## config.mk

```make
export PLATFORM = sky130hd
export DESIGN_NAME = ghost_mover
export DESIGN_NICKNAME = d
export VERILOG_FILES = /design/src/rtl/ghost_mover.sv
export SDC_FILE = /design/constraint.sdc
export NUM_CORES = 1
export LEC_CHECK = 0
export BUFFER_PORTS_ARGS = -buffer_cell sky130_fd_sc_hd__buf_4
export CAP_MARGIN = 10
export CORE_UTILIZATION = 60
export CTS_BUF_LIST = sky130_fd_sc_hd__clkbuf_2 sky130_fd_sc_hd__clkbuf_4 sky130_fd_sc_hd__clkbuf_8
export DETAILED_ROUTE_END_ITERATION = 8
export GPL_ROUTABILITY_DRIVEN = 0
export PLACE_DENSITY = 0.84
export SLEW_MARGIN = 25
export SYNTH_ARGS = -nofsm -noshare
export SYNTH_HDL_FRONTEND = slang
export SYNTH_SLANG_ARGS = --single-unit
```

## constraint.sdc

```tcl
create_clock -name clk -period 9.7 [get_ports clk]
set_input_delay 0.485 -clock clk [delete_from_list [all_inputs] [get_ports clk]]
set_output_delay 0.485 -clock clk [all_outputs]
set_load 0.02 [all_outputs]
```

## src/rtl/ghost_mover.sv

```systemverilog
// ghost_mover: per-frame chase controller for one sprite; steps its origin toward a target,
// holds a hit frame on contact, then parks the sprite off screen.
module ghost_mover #(
    parameter int H_RES = 640,
    parameter int V_RES = 480,
    parameter int SIZE = 32,
    parameter int STEP = 2,
    parameter int HIT_FRAMES = 30,
    parameter logic [10:0] OFF_POS = 11'h7FF
) (
    input  logic        clk,
    input  logic        reset_n,
    input  logic [10:0] x,
    input  logic [10:0] y,
    input  logic        spawn,
    input  logic [10:0] spawn_x,
    input  logic [10:0] spawn_y,
    input  logic [1:0]  spawn_color,
    input  logic [10:0] tgt_x,
    input  logic [10:0] tgt_y,
    input  logic [1:0]  speed,
    output logic [10:0] x0,
    output logic [10:0] y0,
    output logic [4:0]  ctrl,
    output logic        active,
    output logic        hit
);
    typedef enum logic [1:0] {IDLE, CHASE, HIT} state_t;

    localparam logic signed [11:0] X_MAX = 12'(H_RES - SIZE);
    localparam logic signed [11:0] Y_MAX = 12'(V_RES - SIZE);
    localparam logic signed [11:0] SZ = 12'(SIZE);
    localparam logic signed [11:0] STP = 12'(STEP);
    localparam logic [7:0] HC_LAST = 8'(HIT_FRAMES - 1);

    state_t r_state, w_state;
    logic [10:0] r_x_d1, r_x0, r_y0, w_x0, w_y0;
    logic [1:0] r_fc, w_fc, r_color, w_color;
    logic [7:0] r_hc, w_hc;
    logic r_hit, w_hit;
    logic w_frame_tick, w_move_tick, w_contact;
    logic signed [11:0] w_dx, w_dy;

    function automatic logic signed [11:0] f_abs(input logic signed [11:0] v);
        return v < 0 ? -v : v;
    endfunction

    // Move toward the target by at most STEP, never past it, then clamp to the screen.
    function automatic logic [10:0] f_step(input logic [10:0] p, input logic signed [11:0] d,
                                           input logic signed [11:0] hi);
        logic signed [11:0] a, s, n;
        a = f_abs(d);
        s = a < STP ? a : STP;
        n = d < 0 ? $signed({1'b0, p}) + s : $signed({1'b0, p}) - s;
        return n < 0 ? 11'd0 : n > hi ? hi[10:0] : n[10:0];
    endfunction

    function automatic logic [10:0] f_clamp(input logic [10:0] v, input logic signed [11:0] hi);
        return $signed({1'b0, v}) > hi ? hi[10:0] : v;
    endfunction

    assign w_frame_tick = (r_x_d1 == 11'd0) && (x == 11'd1) && (y == 11'd0);
    assign w_move_tick = w_frame_tick && (r_fc >= speed);
    assign w_dx = $signed({1'b0, r_x0}) - $signed({1'b0, tgt_x});
    assign w_dy = $signed({1'b0, r_y0}) - $signed({1'b0, tgt_y});
    assign w_contact = (f_abs(w_dx) < SZ) && (f_abs(w_dy) < SZ);

    always_comb begin
        w_state = r_state;
        w_x0 = r_x0;
        w_y0 = r_y0;
        w_color = r_color;
        w_hc = r_hc;
        w_hit = 1'b0;
        w_fc = w_frame_tick ? (w_move_tick ? 2'd0 : r_fc + 2'd1) : r_fc;
        case (r_state)
            IDLE, CHASE: begin
                if (spawn) begin
                    w_state = CHASE;
                    w_x0 = f_clamp(spawn_x, X_MAX);
                    w_y0 = f_clamp(spawn_y, Y_MAX);
                    w_color = spawn_color;
                    w_fc = 2'd0;
                end else if (r_state == CHASE && w_move_tick) begin
                    if (w_contact) begin
                        w_state = HIT;
                        w_hit = 1'b1;
                        w_hc = 8'd0;
                    end else begin
                        w_x0 = f_step(r_x0, w_dx, X_MAX);
                        w_y0 = f_step(r_y0, w_dy, Y_MAX);
                    end
                end
            end
            HIT: begin
                if (w_frame_tick) begin
                    if (r_hc == HC_LAST) begin
                        w_state = IDLE;
                        w_x0 = OFF_POS;
                        w_y0 = OFF_POS;
                        w_color = 2'd0;
                        w_hc = 8'd0;
                    end else begin
                        w_hc = r_hc + 8'd1;
                    end
                end
            end
            default: w_state = IDLE;
        endcase
    end

    always_ff @(posedge clk or negedge reset_n) begin
        if (!reset_n) begin
            r_state <= IDLE;
            r_x_d1 <= 11'd0;
            r_x0 <= OFF_POS;
            r_y0 <= OFF_POS;
            r_color <= 2'd0;
            r_fc <= 2'd0;
            r_hc <= 8'd0;
            r_hit <= 1'b0;
        end else begin
            r_state <= w_state;
            r_x_d1 <= x;
            r_x0 <= w_x0;
            r_y0 <= w_y0;
            r_color <= w_color;
            r_fc <= w_fc;
            r_hc <= w_hc;
            r_hit <= w_hit;
        end
    end

    assign x0 = r_x0;
    assign y0 = r_y0;
    assign ctrl = r_state == CHASE ? {r_color, 3'b100} : r_state == HIT ? {r_color, 3'b011} : 5'd0;
    assign active = r_state != IDLE;
    assign hit = r_hit;
endmodule

```

==> results of run 1 <==
-- worst paths after layout --
kind | depth (start not counted) | endpoint | startpoint | slack (ns)
hold / removal | 1 | r_x_d1[10]$_DFF_PN0_ | reset_n | 0.17
max in group asynchronous | 1 | r_x_d1[2]$_DFF_PN0_ | reset_n | 9.12
hold reg to reg | 2 | r_color[1]$_DFFE_PN0P_ | r_color[1]$_DFFE_PN0P_ | 0.54
setup reg to reg | 28 | y0[4]$_DFFE_PN1P_ | y0[0]$_DFFE_PN1P_ | 1.10
min in group clk | 1 | r_x_d1[9]$_DFF_PN0_ | x[9] | 0.28
setup / recovery | 28 | y0[4]$_DFFE_PN1P_ | y0[0]$_DFFE_PN1P_ | 1.10
-- per-stage QoR --
step / hold slack [ns] / utilization, % / std cells
floorplan: 0.189 / - / 809
global placement: 0.520 / 71.2 / 1021
detailed placement: 0.525 / 71.2 / 1021
CTS: 0.188 / 72.3 / 1029
global route: 0.213 / 72.4 / 1029
finish: 0.173 / 72.4 / 1030
-- power by group through the flow --
stage	clock network (mW)	logic (mW)	registers, mW
after global placement	0	1.21	0.306
after CTS	0.152	1.26	0.304
final	0.150	1.29	0.306
after floorplan	0	0.935	0.314
after detailed placement	0	1.25	0.307
after global routing	0.162	1.41	0.308
-- logic make-up (layout without fill, tap and decap cells) --
| logic type | after synthesis | in the layout | synth area share, % |
|---|---|---|---|
| other cells | 0 | 1 | 0 |
| compound gates | 283 | 283 | 31.5 |
| buf+inv | 82 | 169 | 5.51 |
| flops | 48 | 48 | 19.6 |
| fa+ha+maj | 61 | 61 | 12.7 |
| simple gates | 279 | 279 | 22.7 |
| mux | 9 | 9 | 1.52 |
| xor+xnor | 47 | 47 | 6.57 |
-- routing by layer --
| metal | global-route usage, % | share of wire [%] |
|---|---|---|
| met1 | 44.3 | 44 |
| met2 | 51.3 | 45 |
| met3 | 5.20 | 8.1 |
| met4 | 10.9 | 3.0 |
| met5 | 0 | 0 |
-- cells in the mapped netlist (9+ instances only) --
| cell type | instances |
|---|---|
| o211ai_1 | 12 |
| nor2_1 | 57 |
| ha_1 | 57 |
| nor3_1 | 27 |
| dfstp_2 | 22 |
| clkbuf_1 | 15 |
| a21o_1 | 13 |
| inv_1 | 59 |
| dfrtp_1 | 26 |
| a211oi_1 | 11 |
| xnor2_1 | 27 |
| or2_2 | 11 |
| nor2b_1 | 10 |
| nand4_1 | 9 |
| a21oi_1 | 54 |
| o21a_1 | 9 |
| o22a_1 | 14 |
| nand3_1 | 18 |
| and2_1 | 9 |
| nand2b_1 | 16 |
| xor2_1 | 20 |
| nor4_1 | 15 |
| nand2_1 | 71 |
| a31oi_1 | 14 |
| o21ai_0 | 56 |
-- cell type report --
cell class,instances,share of cell area [%]
antenna,1,0.0347
clock buffer,5,0.955
clock inverter,3,0.660
inverter,59,3.07
multi-input combinational,679,65.3
sequential,48,17.0
tap,133,2.31
timing repair buffer,102,10.6
-- registers in the layout, summed over array words and instances, names as in the netlist --
name	cells
r_hc	8
hit	1
x0	11
r_color	2
r_fc	2
r_x_d1	11
r_state	2
y0	11
-- worst max-delay path: cells and delay by family, from the launching register on --
family                     cells  cell delay (ns)
and+or+nand+nor                7             2.53
AOI/OAI and AO/OA             11             2.29
adders and majority gates      5             1.81
xor gates and xnor gates       2             0.93
DFF                            1             0.58
muxes                          2             0.32
buffers and inverters          1             0.06
==> out/qor.csv, run 1 <==
stage;metric;value;unit
finish;final_common_cell;buf_4;
setup_path;required;9.95;ns
routing;wl_per_cell;17.0;µm
timing;setup_viol;0;
power_and_ir_drop;seq_power_share;17.5;%
clock_tree;numCtsBuffers;5;
grt;grt_pass1_vias;6148;
clock_tree;ctsHtreeMaxLevel;2;
die;core_area;9950;µm²
timing;finClkSkew;0.0112;ns
power_and_ir_drop;intPower;840;µW
clock_tree;insertion_delay;0.31;ns
timing;min_period_over_period;88.6;%
finish;drive_gt1_share;18.3;%
timing;hold_viol;0;
routing;vias;6613;
clock_tree;post-cts-setup-buffers;0;
logic_synthesis;synth_top_area_share;11.4;%
setup_path;crit_top_cell;ha_1;
logic_synthesis;ys.warnings.count;0;
timing;setup_tns;0;ns
clock_tree;cts_hold_buf;0;
routing;drtIter0Drc;436;
setup_path;worst_setup_path_start_kind;flop;
grt;grt_antenna_before_repair;1;
finish;multiInputGateArea;4710;µm²
routing;via_per_inst;6.42;
logic_synthesis;yosysTopAreaCell;ha_1;
setup_path;cp.arrival;8.85;ns
finish;seq_area;1230;µm²
power_and_ir_drop;p_switching;908;µW
logic_synthesis;postSynthAreaPerCell;7.75;µm²
die;rows;36;
routing;drcViolationCount;0;
clock_tree;ctsResizeCount;0;
die;ios;102;
setup_path;slowest_stage;nor3_1;
timing;slew-limit-headroom;41.3;%
placement;portBuffers;101;
finish;fillers;783;
timing;rsz0062_at_grt;false;
logic_synthesis;synth_area_leaders;ha_1, dfrtp_1, dfstp_2;
setup_path;max_stage_delay;0.70;ns
outcome;outcome;complete, no violations;
grt;grt_max_degree;49;
die;die_y;104;µm
die;initial_utilization;63.0;%
setup_path;crit_fanout;21;
clock_tree;root_buffer;clkbuf_8;
die;die_w;104;µm
timing;finalCriticalPeriod;8.60;ns
finish;fin_nets;1029;
finish;final_cell_mix;buf_4, nand2_1, inv_1, nor2_1, ha_1;
power_and_ir_drop;swShare;51.9;%
power_and_ir_drop;finalPower;1.75;mW
timing;clock.fmax;116;MHz
finish;design_area;7210;µm²
logic_synthesis;synth_area;6270;µm²
logic_synthesis;ys_types;85;
power_and_ir_drop;combPwrFrac;73.9;%
clock_tree;clk_path_buf_depth;2;
power_and_ir_drop;power_density;242;nW/µm²
routing;antenna_left;0;
logic_synthesis;synth-edff-count;0;
grt;overflow;0;
placement;pre_cts_slack;1.30;ns
die;dieArea;10900;µm²
clock_tree;cts_sinks;48;
logic_synthesis;synth_top_flop_cell;dfrtp_1;
power_and_ir_drop;peakVddDrop;0.000141;V
power_and_ir_drop;leakage;3.16;nW
setup_path;cp-end-kind;flop;
clock_tree;clkSlewWorstSetupHoldPaths;0.10;ns
logic_synthesis;ys_seq_area_share;19.6;%
min_path;hp-class;in2async;
placement;dpl-instance-area;7080;µm²
finish;areaGrowthSynthToFinish;15.0;%
timing;tightest_slew;0.873;ns
routing;drt-total-wl;17500;µm
grt;global_route.usage.total;32.2;%
grt;grt_pass1_wl;29100;µm
logic_synthesis;synthesis.nets;943;
clock_tree;cts_tree;built;
placement;dp_hpwl;14200;µm
timing;final_max_slew_viol_count;0;
timing;fin_ws;1.10;ns
setup_path;criticalPathCategory;reg2reg;
logic_synthesis;postSynthCellCount;809;
routing;drtPass1Iterations;5;
power_and_ir_drop;power_frac_clock;8.6;%
logic_synthesis;synth-seq-cells;48;
run;max_cap_violations;0;
logic_synthesis;postSynth.asyncResetShare;100;%
Power figures use the tool's default switching activity.
==> inputs of run 2 (changes only) <==
Settings changed: CELL_PAD_IN_SITES_DETAIL_PLACEMENT from default to 0, CELL_PAD_IN_SITES_GLOBAL_PLACEMENT from default to 2, CORE_UTILIZATION 60 to 34, PLACE_DENSITY 0.84 to default, PLACE_DENSITY_LB_ADDON from default to 0.1.
==> run 2 against run 1 <==
Sequential cell count stayed put; global-route usage is 11 points lower; power is 2.6% higher; sequential power is 3% higher; clock power is 20% higher; register-to-register slack worse by 0.09 ns; core utilization is 32 points lower; final area is 2.0% higher; cell count is 9.4% higher; combinational power hardly changed; via count is 2.8% lower; worst setup slack worse by 0.088 ns; critical path type unchanged; highest routed layer unchanged.
==> out/qor.csv, run 2 (same netlist as run 1, synthesis figures left out) <==
stage;metric;value;unit
outcome;outcome;complete, no violations;
setup_path;max_stage_delay;0.73;ns
die;dieArea;19000;µm²
finish;fillers;1904;
routing;wl_per_cell;17.8;µm
die;die_w;138;µm
grt;grt_pass1_wl;31900;µm
finish;n_antenna_cell;0;
finish;final_common_cell;buf_4;
power_and_ir_drop;finalPower;1.79;mW
routing;drcViolationCount;0;
grt;grt_pass1_vias;6087;
setup_path;crit_top_cell;ha_1;
power_and_ir_drop;power_density;244;nW/µm²
routing;drtPass1Iterations;5;
clock_tree;clk_path_buf_depth;2;
clock_tree;root_buffer;clkbuf_8;
power_and_ir_drop;leakage;3.18;nW
timing;tightest_slew;0.941;ns
timing;setup_tns;0;ns
clock_tree;clkSlewWorstSetupHoldPaths;0.10;ns
placement;dp.cells;1119;
timing;finClkSkew;0.0158;ns
setup_path;slowest_stage;a2111oi_1;
grt;grt_max_degree;49;
die;die_y;138;µm
finish;areaGrowthSynthToFinish;17.3;%
finish;drive_gt1_share;18.4;%
clock_tree;insertion_delay;0.33;ns
clock_tree;numCtsBuffers;5;
die;initial_utilization;34.8;%
setup_path;cp.arrival;8.97;ns
timing;final_max_slew_viol_count;0;
clock_tree;cts_hold_buf;0;
clock_tree;ctsHtreeMaxLevel;2;
timing;setup_viol;0;
setup_path;startpoint;y0[0]$_DFFE_PN1P_;
timing;rsz0062_at_grt;false;
die;ios;102;
placement;portBuffers;101;
finish;utilization;40.8;%
finish;fin_cells;1127;
clock_tree;cts_tree;built;
grt;grt_antenna_before_repair;0;
timing;min_period_over_period;89.6;%
routing;drt-total-wl;20000;µm
timing;holdWs;0.165;ns
finish;fin_nets;1031;
die;core_area;18000;µm²
timing;fin_ws;1.01;ns
setup_path;crit_family;compound AO/OA/AOI/OAI gates;
setup_path;worst_setup_path_start_kind;flop;
finish;design_area;7360;µm²
timing;slew-limit-headroom;37.2;%
placement;pre_cts_slack;1.10;ns
routing;via_per_inst;5.70;
setup_path;crit_fanout;21;
grt;global_route.usage.total;21.6;%
routing;drtIter0Drc;452;
timing;finalCriticalPeriod;8.69;ns
clock_tree;ctsResizeCount;0;
grt;overflow;0;
finish;final_cell_mix;buf_4, nand2_1, inv_1, nor2_1, ha_1;
setup_path;cp.buffers_inverters;1;
routing;antenna_left;0;
run;max_cap_violations;0;
setup_path;criticalPathCategory;reg2reg;
setup_path;timing.rr.start;y0[0]$_DFFE_PN1P_;
routing;vias;6428;
clock_tree;cts_sinks;48;
power_and_ir_drop;peakVddDrop;0.000103;V
setup_path;required;9.98;ns
timing;clock.fmax;115;MHz
clock_tree;post-cts-setup-buffers;0;
min_path;hp-class;in2async;
setup_path;cp-end-kind;flop;
placement;dpl-instance-area;7220;µm²
timing;hold_viol;0;
die;rows;49;
placement;dp_hpwl;16400;µm
[run 2: cell types whose count changed in the layout (fill, tap and decap cells not counted)]
cell | before | now
a311oi_1 | 3 | 4
a311oi_2 | 1 | 0
buf_4 | 102 | 104
bufinv_16 | 1 | 2
clkinv_4 | 2 | 0
diode_2 | 1 | 0
inv_6 | 0 | 1
[run 2: where the power goes]
group | internal [mW] | switching [mW] | total, mW
Sequential | 0.251 | 0.0632 | 0.314
Combinational | 0.514 | 0.785 | 1.30
Clock | 0.104 | 0.0766 | 0.180
Total | 0.869 | 0.924 | 1.79
[run 2: final timing paths]
path	cells after the start	endpoint	slack [ns]
setup / recovery	29	y0[1]$_DFFE_PN1P_	1.01
hold / removal	1	r_hc[7]$_DFFE_PN0P_	0.16
setup reg to reg	29	y0[1]$_DFFE_PN1P_	1.01
hold reg to reg	2	r_color[1]$_DFFE_PN0P_	0.55
max in group asynchronous	1	r_hc[5]$_DFFE_PN0P_	9.10
min in group clk	1	r_x_d1[7]$_DFF_PN0_	0.26
[run 2: per-layer routing]
layer	vias to the layer above	track usage (%)	wire, µm
met3	16	2.47	816
li1	3217	-	-
met1	3052	31.5	10200
met4	0	5.25	346
met2	143	33.5	8670
met5	-	0	0
[run 2: worst register-to-register path: cells and delay by family (launching register included)]
kind / cells / cell delay (ns)
compound gates: 14 / 3.66
xor+xnor: 1 / 0.34
fa+ha+maj: 5 / 1.76
buf+inv: 1 / 0.07
flops: 1 / 0.57
mux: 2 / 0.30
simple gates: 6 / 1.92
[run 2: final cells by class]
class,instances,area [µm²],area share (%)
Clock buffer,5,68.8,0.936
Clock inverter,3,68.8,0.936
Inverter,59,221,3.01
Multi-Input combinational cell,679,4700,63.9
Sequential cell,48,1230,16.7
Tap cell,229,287,3.90
Timing Repair Buffer,104,781,10.6
